### src/rtl/isp_dram_fetch.sv
// isp_dram_fetch: fetches one 32x32 RGB picture over AXI4 read bursts and re-emits it as tagged 128-bit beats.
// Optional protocol checking on the R channel is enabled by defining ISP_FETCH_ERR_CHECK_EN.
module isp_dram_fetch #(
  parameter logic [31:0] BASE_ADDR   = 32'h0001_0000,
  parameter int unsigned PIC_BYTES   = 3072,
  parameter int unsigned BURST_BEATS = 192
) (
  input  logic         clk,
  input  logic         rst_n,
  input  logic         start_valid,
  input  logic [3:0]   start_pic_no,
  output logic         busy,
  output logic         done,
  output logic [31:0]  araddr,
  output logic [7:0]   arlen,
  output logic [2:0]   arsize,
  output logic [1:0]   arburst,
  output logic         arvalid,
  input  logic         arready,
  input  logic [127:0] rdata,
  input  logic [1:0]   rresp,
  input  logic         rlast,
  input  logic         rvalid,
  output logic         rready,
  output logic         pix_valid,
  output logic [127:0] pix_data,
  output logic [1:0]   pix_ch,
  output logic [4:0]   pix_row,
  output logic         pix_half,
  output logic         pix_last,
  input  logic         pix_ready,
  output logic         err
);

  localparam int unsigned CNT_W       = 8;
  localparam int unsigned TOTAL_BEATS = PIC_BYTES / 16;
  localparam logic [31:0] BURST_BYTES = 32'(BURST_BEATS * 16);
  localparam logic [CNT_W-1:0] LAST_LOCAL = CNT_W'(BURST_BEATS - 1);
  localparam logic [CNT_W-1:0] LAST_BEAT  = CNT_W'(TOTAL_BEATS - 1);

  typedef enum logic [1:0] {S_IDLE, S_AR, S_R, S_DRAIN} state_t;

  state_t           state;
  logic [CNT_W-1:0] beat_cnt;
  logic [CNT_W-1:0] local_cnt;
  logic             r_hs;
  logic             pix_hs;
  logic             burst_end;

  assign arlen   = 8'(BURST_BEATS - 1);
  assign arsize  = 3'b100;
  assign arburst = 2'b01;

  // R beats are taken whenever the one-entry buffer is empty or draining this cycle
  assign rready    = (state == S_R) && (!pix_valid || pix_ready);
  assign r_hs      = rvalid && rready;
  assign pix_hs    = pix_valid && pix_ready;
  assign burst_end = (local_cnt == LAST_LOCAL);

  // Fetch sequencer: address phase, data phase, drain of the last buffered beat
  always_ff @(posedge clk or negedge rst_n) begin
    if (!rst_n) begin
      state     <= S_IDLE;
      busy      <= 1'b0;
      done      <= 1'b0;
      arvalid   <= 1'b0;
      araddr    <= '0;
      beat_cnt  <= '0;
      local_cnt <= '0;
    end else begin
      done <= 1'b0;
      case (state)
        S_IDLE: begin
          if (start_valid && !done) begin
            araddr    <= BASE_ADDR + 32'(start_pic_no) * 32'(PIC_BYTES);
            beat_cnt  <= '0;
            local_cnt <= '0;
            busy      <= 1'b1;
            arvalid   <= 1'b1;
            state     <= S_AR;
          end
        end
        S_AR: begin
          if (arready) begin
            arvalid <= 1'b0;
            state   <= S_R;
          end
        end
        S_R: begin
          if (r_hs) begin
            beat_cnt  <= beat_cnt + CNT_W'(1);
            local_cnt <= burst_end ? '0 : local_cnt + CNT_W'(1);
            if (burst_end) begin
              if (beat_cnt == LAST_BEAT) begin
                state <= S_DRAIN;
              end else begin
                araddr  <= araddr + BURST_BYTES;
                arvalid <= 1'b1;
                state   <= S_AR;
              end
            end
          end
        end
        S_DRAIN: begin
          if (!pix_valid || pix_ready) begin
            done  <= 1'b1;
            busy  <= 1'b0;
            state <= S_IDLE;
          end
        end
        default: state <= S_IDLE;
      endcase
    end
  end

  // One-entry output buffer; tags derive from the picture-wide beat index
  always_ff @(posedge clk or negedge rst_n) begin
    if (!rst_n) begin
      pix_valid <= 1'b0;
      pix_data  <= '0;
      pix_ch    <= '0;
      pix_row   <= '0;
      pix_half  <= 1'b0;
      pix_last  <= 1'b0;
    end else if (r_hs) begin
      pix_valid <= 1'b1;
      pix_data  <= rdata;
      pix_ch    <= beat_cnt[7:6];
      pix_row   <= beat_cnt[5:1];
      pix_half  <= beat_cnt[0];
      pix_last  <= (beat_cnt == LAST_BEAT);
    end else if (pix_hs) begin
      pix_valid <= 1'b0;
    end
  end

`ifdef ISP_FETCH_ERR_CHECK_EN
  // Sticky flag for error responses or rlast out of step with the beat count
  always_ff @(posedge clk or negedge rst_n) begin
    if (!rst_n) begin
      err <= 1'b0;
    end else if (r_hs && ((rresp != 2'b00) || (rlast != burst_end))) begin
      err <= 1'b1;
    end
  end
`else
  logic unused_rsp;
  assign unused_rsp = ^{rresp, rlast};
  assign err        = 1'b0;
`endif

endmodule

### config.mk
export PLATFORM = sky130hd
export DESIGN_NAME = isp_dram_fetch
export DESIGN_NICKNAME = d
export VERILOG_FILES = /design/src/rtl/isp_dram_fetch.sv
export SDC_FILE = /design/constraint.sdc
export NUM_CORES = 1
export LEC_CHECK = 0
export CAP_MARGIN = 40
export CORE_MARGIN = 2
export CORE_UTILIZATION = 35
export DETAILED_ROUTE_END_ITERATION = 10
export GPL_TIMING_DRIVEN = 1
export PLACE_DENSITY = 0.7
export SETUP_SLACK_MARGIN = 0.1
export SLEW_MARGIN = 40
export SYNTH_ARGS = -nofsm -noshare
export SYNTH_HDL_FRONTEND = slang
export SYNTH_SLANG_ARGS = --single-unit
### constraint.sdc
create_clock -name clk -period 2 [get_ports clk]
set_input_delay 0.4 -clock clk [delete_from_list [all_inputs] [get_ports clk]]
set_output_delay 0.4 -clock clk [all_outputs]
set_load 0.05 [all_outputs]
==> results of run 1 <==
-- final timing paths --
| path | start | end | slack [ns] | cells after the start |
|---|---|---|---|---|
| max in group asynchronous | rst_n | pix_data[10]$_DFFE_PN0P_ | 0.92 | 3 |
| worst min register to register | pix_data[62]$_DFFE_PN0P_ | pix_data[62]$_DFFE_PN0P_ | 0.47 | 2 |
| min in group clk | pix_data[62]$_DFFE_PN0P_ | pix_data[62]$_DFFE_PN0P_ | 0.47 | 2 |
| worst max-delay path | local_cnt[1]$_DFFE_PN0P_ | state[0]$_DFFE_PN0P_ | 0.05 | 7 |
| worst min-delay path | rst_n | araddr[28]$_DFFE_PN0P_ | 0.47 | 2 |
| worst max register to register | local_cnt[1]$_DFFE_PN0P_ | state[0]$_DFFE_PN0P_ | 0.05 | 7 |
-- where the power goes --
| group | internal, uW | leakage [uW] | switching, uW |
|---|---|---|---|
| logic | 2830 | 0.00362 | 7270 |
| registers | 5050 | 0.00231 | 792 |
| clock network | 1690 | 0.000286 | 1600 |
-- metal layers --
metal  share of wire, %  track usage [%]  wire [um]
met1                 42             23.5       9470
met3                7.5             5.64       1710
met2                 48             31.2      11000
met5                  0                0          0
met4                2.2             6.72        498
-- critical path, stage by stage, from the launching register on --
cell,delay [ns]
dfrtp_1,0.39
ha_4,0.17
nand3_4,0.10
nor4_4,0.37
buf_4,0.18
nand3_2,0.09
a21oi_2,0.20
mux2_2,0.35
-- logic make-up (layout without fill, tap and decap cells) --
logic type | Yosys count | in the layout
other cells | 2 | 24
simple gates | 522 | 522
compound gates | 82 | 82
mux | 1 | 1
buf+inv | 80 | 406
xor+xnor | 12 | 12
fa+ha+maj | 9 | 9
flops | 181 | 181
-- timing repair --
item / 4_1_cts / 5_1_grt
setup buffers: 0 / 8
setup endpoints to repair: 137 / 17
pin swaps: 2 / 16
cloned: 0 / 2
hold endpoints to repair: 35 / 0
hold buffers: 1 / 0
resized for setup: 133 / 42
-- cells in the mapped netlist, types with 2 or more instances --
master	count
nand2_1	428
dfrtp_1	181
buf_4	25
clkbuf_1	24
nor2_1	24
o21ai_0	21
o31ai_1	16
a21oi_1	14
buf_2	13
inv_1	13
nand3_1	11
nand4_1	11
xnor2_1	11
ha_1	8
and3_1	7
nor3_1	7
a31oi_1	6
nor4_1	6
buf_1	5
a22o_1	4
nand2b_1	4
nor2b_1	3
nor3b_1	3
or2_2	3
a2111oi_0	2
a211oi_1	2
a21o_1	2
a41oi_1	2
conb_1	2
nand3b_1	2
nand4b_1	2
nor4b_1	2
o21a_1	2
o21bai_1	2
or3_1	2
-- flip-flops by register name, indices dropped and copies added (netlist names), 2 cells and up --
signal,count
state,2
pix_ch,2
pix_data,128
beat_cnt,8
araddr,22
local_cnt,8
pix_row,5
-- final cells by class --
class	count	share of cell area (%)
clock buffers	18	3.63
flip-flops and latches	181	37.5
well taps	280	2.90
multi-input cells	650	26.6
clock inverters	14	1.13
inverters	13	0.403
repair buffers	361	27.8
-- through the flow --
step	setup WS, ns	cell area, um2	setup TNS, ns	power, uW	hold WS (ns)
final	0.0467	12100	0	19200	0.468
after global routing	-0.0280	12100	-0.0399	20300	0.485
after CTS	0.110	11800	0	19100	0.474
after detailed placement	-0.228	11400	-9.70	16600	0.371
after global placement	-0.150	11400	-8.63	16400	0.368
after floorplan	0.0657	8000	0	12700	0.104
==> results summary, run 1 <==
The first global-routing pass estimated roughly 37000 um of wire. Summing the areas of all xor and xnor instances in the mapped netlist gives 1.33% of the synthesized area. The ratio of final minimum period to clock period is 97.7%. The floorplan step set the die width to about 150 um. The final design utilization came out at a little under three fifths. The worst setup path is captured at a flop.

The total wire length after detailed routing came out at ~23000 um. For this run, the detailed router's first-pass iteration total came to 4. The global route total overflow came out at 0. The simple logic cell fraction of the synthesized area is 27.5%.

Setup violations remaining at the end of the flow were counted as 0. The number of hold violations in the final report was 0. The die footprint is 0.0238 mm2.

The area of the mapped netlist came out at 0.00789 mm2. A synthesized cell averages 8.88 um2. The clock latency of the later-clocked register in the worst-skew pair came out at 0.42 ns. The number of synthesized flops with an enable pin is 0.

The Yosys step of the flow raised 0 warnings. The class of the tightest hold or removal check is in -> async. 0 antenna diodes ended up in the layout. The total number of vias is between 7000 and 8000. The relative slew slack is approximately 64%.

The initial cell density of the core came out at 35.9%. The synthesized netlist devotes 6.85% of its cell area to compound gates. The number of flip-flops and latches in the synthesized netlist came out at 181.

The number of CTS-inserted buffers is 17. The proportion of netlist area held by the largest area contributor came out at 57.4%. The tree is rooted in a clkbuf_16. The number of placed instances, taps included came out at 1474. Leaving out fill and tap cells, the most frequent cells in the layout are nand2_1 (428), dfrtp_1 (171), clkdlybuf4s50_1 (136), dlygate4sd2_1 (132), buf_4 (77).

After floorplanning, the core was sized to cover about 0.022 mm2. By startpoint and endpoint, the worst setup path is classified as reg -> reg. The area growth from synthesis to final layout came out at 53.3%. The number of global-route vias before repair was 7304. The count of pins on the block boundary is 329.

The largest fanout of any net on the critical path came out at 4. The fraction of registers with async set or reset after synthesis is 100%. The post-synthesis instance total is approximately 890. The adder-cell share of the synthesized area is 1.52%. The number of max-slew violations in the final report is 0.

The DRC violation count after routing is 0. The total power per unit cell area came out at 1590 mW/mm2. The number of clock sinks came out at 181. The mux share of post-synthesis cell area is 0.143%. The total routing usage reported by global routing is 18.9%. The number of nets in the final layout is between 1000 and 1500. The required time of the critical path is ~2.3 ns. Summing all multi-input logic gate instances after layout gives around 0.0032 mm2. The floorplan die height is 154 um. The clock-pin transition on the worst setup and hold timing paths is 0.08 ns. The non-filler instance count after layout is between 1500 and 2000. By area the synthesized netlist is led by dfrtp_1 (57%), nand2_1 (20%), buf_4 (2.4%), o31ai_1 (1.5%), o21ai_0 (1.3%). The register area came out at 0.00454 mm2. The maximum count of clock buffers along a single path is 2.

The post-detailed-route via-to-cell ratio came out at between 4 and 5. By area, the combinational part of the netlist is dominated by simple AND/OR/NAND/NOR gates. The count of routing violations after the opening detailed-route iteration came out at 392. The maximum level of the CTS H-tree is 4. The weighted congestion reported at the end of routability-driven placement came out at 0.803. The clock tree from TritonCTS is yes.

For this run, the leading register cell type out of synthesis is dfrtp_1. The number of maximum-capacitance constraint violations came out at 0. For the worst setup path, the data arrival time is around 2.3 ns. The shortest clock period the worst path allows after layout came out at 1.95 ns.

The port buffer count came out at around 300. Counting the fill cells in the layout gives 2042. The pin count of the biggest net entering global routing is 59.

Setup repair after global routing could not meet its margin everywhere. STA classifies the critical path startpoint as a flop. The half-perimeter wire length after placement came out at ~16000 um.

Leaving out fill and tap cells, the most frequent cell in the layout is nand2_1. Summed over all cells, the static leakage comes to 0.00621 uW. Based on the critical path, the design can be clocked at up to 512 MHz. The number of nets with antenna violations after detailed routing came out at 0. After detailed routing, the average wire length per cell comes to 14.9 um. The distinct cell type count after synthesis is 54.

The ratio of cells with drive above 1 in the final layout came out at 13.7%. The number of antenna violations at the first check in global routing is 0. The setup clock skew after layout came out at 0.0123 ns. The transition time at the pin with the least slew margin came out at 0.538 ns. The run finished with clean final reports.

The number of placement rows is 54. The maximum ir drop on the vdd rail is 0.933 mV. After synthesis, flip-flops and latches occupy 57.4% of the total area.

The synthesized design spends more area on one cell type than any other, namely dfrtp_1.
(Power assumes the default switching activity.)
==> run 2: changes to the inputs <==
Settings changed: CORE_MARGIN 2 to unset.
==> run 2 against run 1 <==
  * Highest routed layer unchanged
  * Setup slack improved by 0.14 ns
  * Via count decreased by 0.86%
  * Clock skew increased by 0.0023 ns
  * Cell area decreased by 1.0%
  * Routed wire length decreased by 1.0%
  * The run now ends with DRC left
  * Global-route usage increased by 1.1 points
  * Fmax increased by 7.5%
==> results summary, run 2 (synthesis results as in run 1) <==
Port buffering added 301 buffers. Dividing the detail-routed wire length by the instance count gives between 10 and 15 um. The number of hold violations in the final report is 0. Across the routed clock network, the largest skew measured is 0.0146 ns. The number of antenna violations at the first check in global routing is 0. The weighted congestion reported at the end of routability-driven placement came out at 0.795. The number of global-route vias before repair came out at 6970. The tree is rooted in a clkbuf_16. For this run, the slowest stage of the critical path takes ~0.47 ns. The die footprint came out at 0.0232 mm2. For this run, design rule violations remaining after detail routing come to 13.

The ratio of cells with drive above 1 in the final layout came out at 13.1%. The library cells used most frequently in the layout, excluding fill and tap cells, are nand2_1 (428), dfrtp_1 (170), clkdlybuf4s50_1 (136), dlygate4sd2_1 (126), buf_4 (83). The shortest clock period the worst path allows after layout is 1.82 ns. The detailed router put a total of ~9400 um of wire on met1.

VDD sags by at most 0.992 mV. The uppermost signal routing layer after detailed routing is met4. In the final layout, the registers with the most flip-flops are pix_data: 128 flops, araddr: 22 flops. The maximum achievable frequency is 550 MHz. In this run the horizontal extent of the chip is 152 um. The post-detailed-route via-to-cell ratio is 4.71.

The total power per unit cell area came out at 1600 mW/mm2. The wire length on met3 came out at 1320 um. The routed wire length on met2 came out at 11200 um. The checks that failed: DRC. The number of placement rows came out at 54.

The number of iterations in the first detailed-routing pass is 8. The total routing usage reported by global routing is between 10% and 20%. The maximum level of the CTS H-tree is 4.

The total number of vias came out at 7123. Leaving out fill and tap cells, the most frequent cell in the layout is nand2_1. The number of buffers and inverters on the critical path is 1. After clock tree synthesis, the clock-pin slew on the worst setup and hold paths is 0.08 ns. Setup repair after global routing could not meet its margin everywhere. The slowest stage of the critical path belongs to the cell dfrtp_2.

The final setup violation count came out at 0. The number of antenna repair diodes came out at 0. The critical path start-end classification is reg -> out.

The required time of the critical path came out at 1.60 ns. The pin count of the biggest net entering global routing is 62. The maximum count of clock buffers along a single path came out at 2. The critical path startpoint category is a flop. The number of max-slew violations in the final report is 0. The half-perimeter wire length after placement came out at 15900 um.

The floorplan die height is 152 um. The relative slew slack is 64.3%. Broken down by cell family, the worst path's largest delay share belongs to flip-flops. The total wire length after detailed routing came out at roughly 22000 um. The flow ran to the end, but the final reports show violations. The initial cell density of the core is a little over a third. The ratio of final minimum period to clock period came out at 90.9%. The count of routing violations after the opening detailed-route iteration came out at 381. Cells fill 54.5% of the core in the end.

TritonCTS built the clock tree. Counting the fill cells in the layout gives between 2000 and 2500. The flip-flop count of the largest register, all copies and words added is 128. The capturing element type of the critical path is a primary output. The wire length of the first global-routing pass is roughly 37000 um. The total power is 19200 uW. During I/O placement, the number of pins put on the boundary was 329. The number of clock buffers added by TritonCTS is 17. The global route total overflow came out at 0.

The number of clock sinks is 181. The largest fanout of any net on the critical path is 8. The transition time at the pin with the least slew margin is ~0.54 ns. The number of nets with antenna violations after detailed routing came out at 0.

The signal on the critical path passes through nand2b_4 -> nor2_2 -> buf_12. The critical path data arrival time came out at ~1.4 ns. Ranked by flip-flop count, first place goes to pix_data.

The tool flagged a number of max-cap violations equal to 0. Relative to the synthesized area, the layout overhead comes to 51.8%. The region available for standard cell placement spans 0.0220 mm2. The number of nets in the final layout came out at ~1400. The standby leakage power is 0.00619 uW. The class of the tightest hold or removal check is in -> async.

The clock latency of the later-clocked register in the worst-skew pair came out at approximately 0.43 ns.
[run 2: cell count changes in the layout (fill, tap and decap cells not counted), sizes merged]
cell | previous run | this run
buf | 90 | 94
bufinv | 0 | 1
clkbuf | 20 | 19
clkinv | 7 | 5
clkinvlp | 0 | 1
dlygate4sd2 | 132 | 126
inv | 20 | 19
[run 2: metrics by stage]
stage | setup slack (ns) | hold WS, ns | instance area, um2 | cells | TNS [ns]
after floorplan | 0.0657 | 0.104 | 8000 | 911 | 0
after global placement | -0.132 | 0.332 | 11400 | 1476 | -5.89
after detailed placement | -0.169 | 0.335 | 11400 | 1476 | -8.96
after CTS | 0.105 | 0.440 | 11900 | 1508 | 0
after global routing | 0.0790 | 0.461 | 12000 | 1513 | 0
final | 0.183 | 0.437 | 12000 | 1513 | 0
[run 2: path summary, 6_finish.rpt]
| path | endpoint | cells after the start | from | slack, ns |
|---|---|---|---|---|
| max | rready | 3 | state[0]$_DFFE_PN0P_ | 0.18 |
| max in group asynchronous | pix_data[31]$_DFFE_PN0P_ | 3 | rst_n | 0.93 |
| min in group clk | pix_row[1]$_DFFE_PN0P_ | 2 | pix_row[1]$_DFFE_PN0P_ | 0.47 |
| min | pix_data[76]$_DFFE_PN0P_ | 2 | rst_n | 0.44 |
| max reg2reg | state[0]$_DFFE_PN0P_ | 7 | local_cnt[0]$_DFFE_PN0P_ | 0.20 |
| min reg2reg | pix_row[1]$_DFFE_PN0P_ | 2 | pix_row[1]$_DFFE_PN0P_ | 0.47 |
[run 2: per-layer routing]
layer / global-route usage (%) / vias up
li1: - / 3480
met1: 24.7 / 3389
met2: 33.7 / 224
met3: 5.32 / 30
met4: 6.80 / 0
met5: 0 / -
[run 2: final cells by class]
class	instances	area [um2]	share of cell area, %
multi-input cells	650	3120	26.0
clock buffers	18	439	3.67
clock inverters	13	166	1.39
flip-flops and latches	181	4540	37.9
inverters	13	48.8	0.407
well taps	280	350	2.93
repair buffers	358	3310	27.6
[run 2: repair_timing]
action / in CTS / in global routing
gates cloned: 0 / 1
gates resized for setup: 131 / 13
hold buffers: 1 / 0
setup buffers: 0 / 4
endpoints found under the hold margin: 30 / 0
setup endpoints to repair: 128 / 84
pin swaps: 0 / 4
[run 2: where the power goes]
group	switching [uW]	total [uW]	internal (uW)
combinational	7200	9920	2720
clock	1610	3430	1820
sequential	798	5850	5050
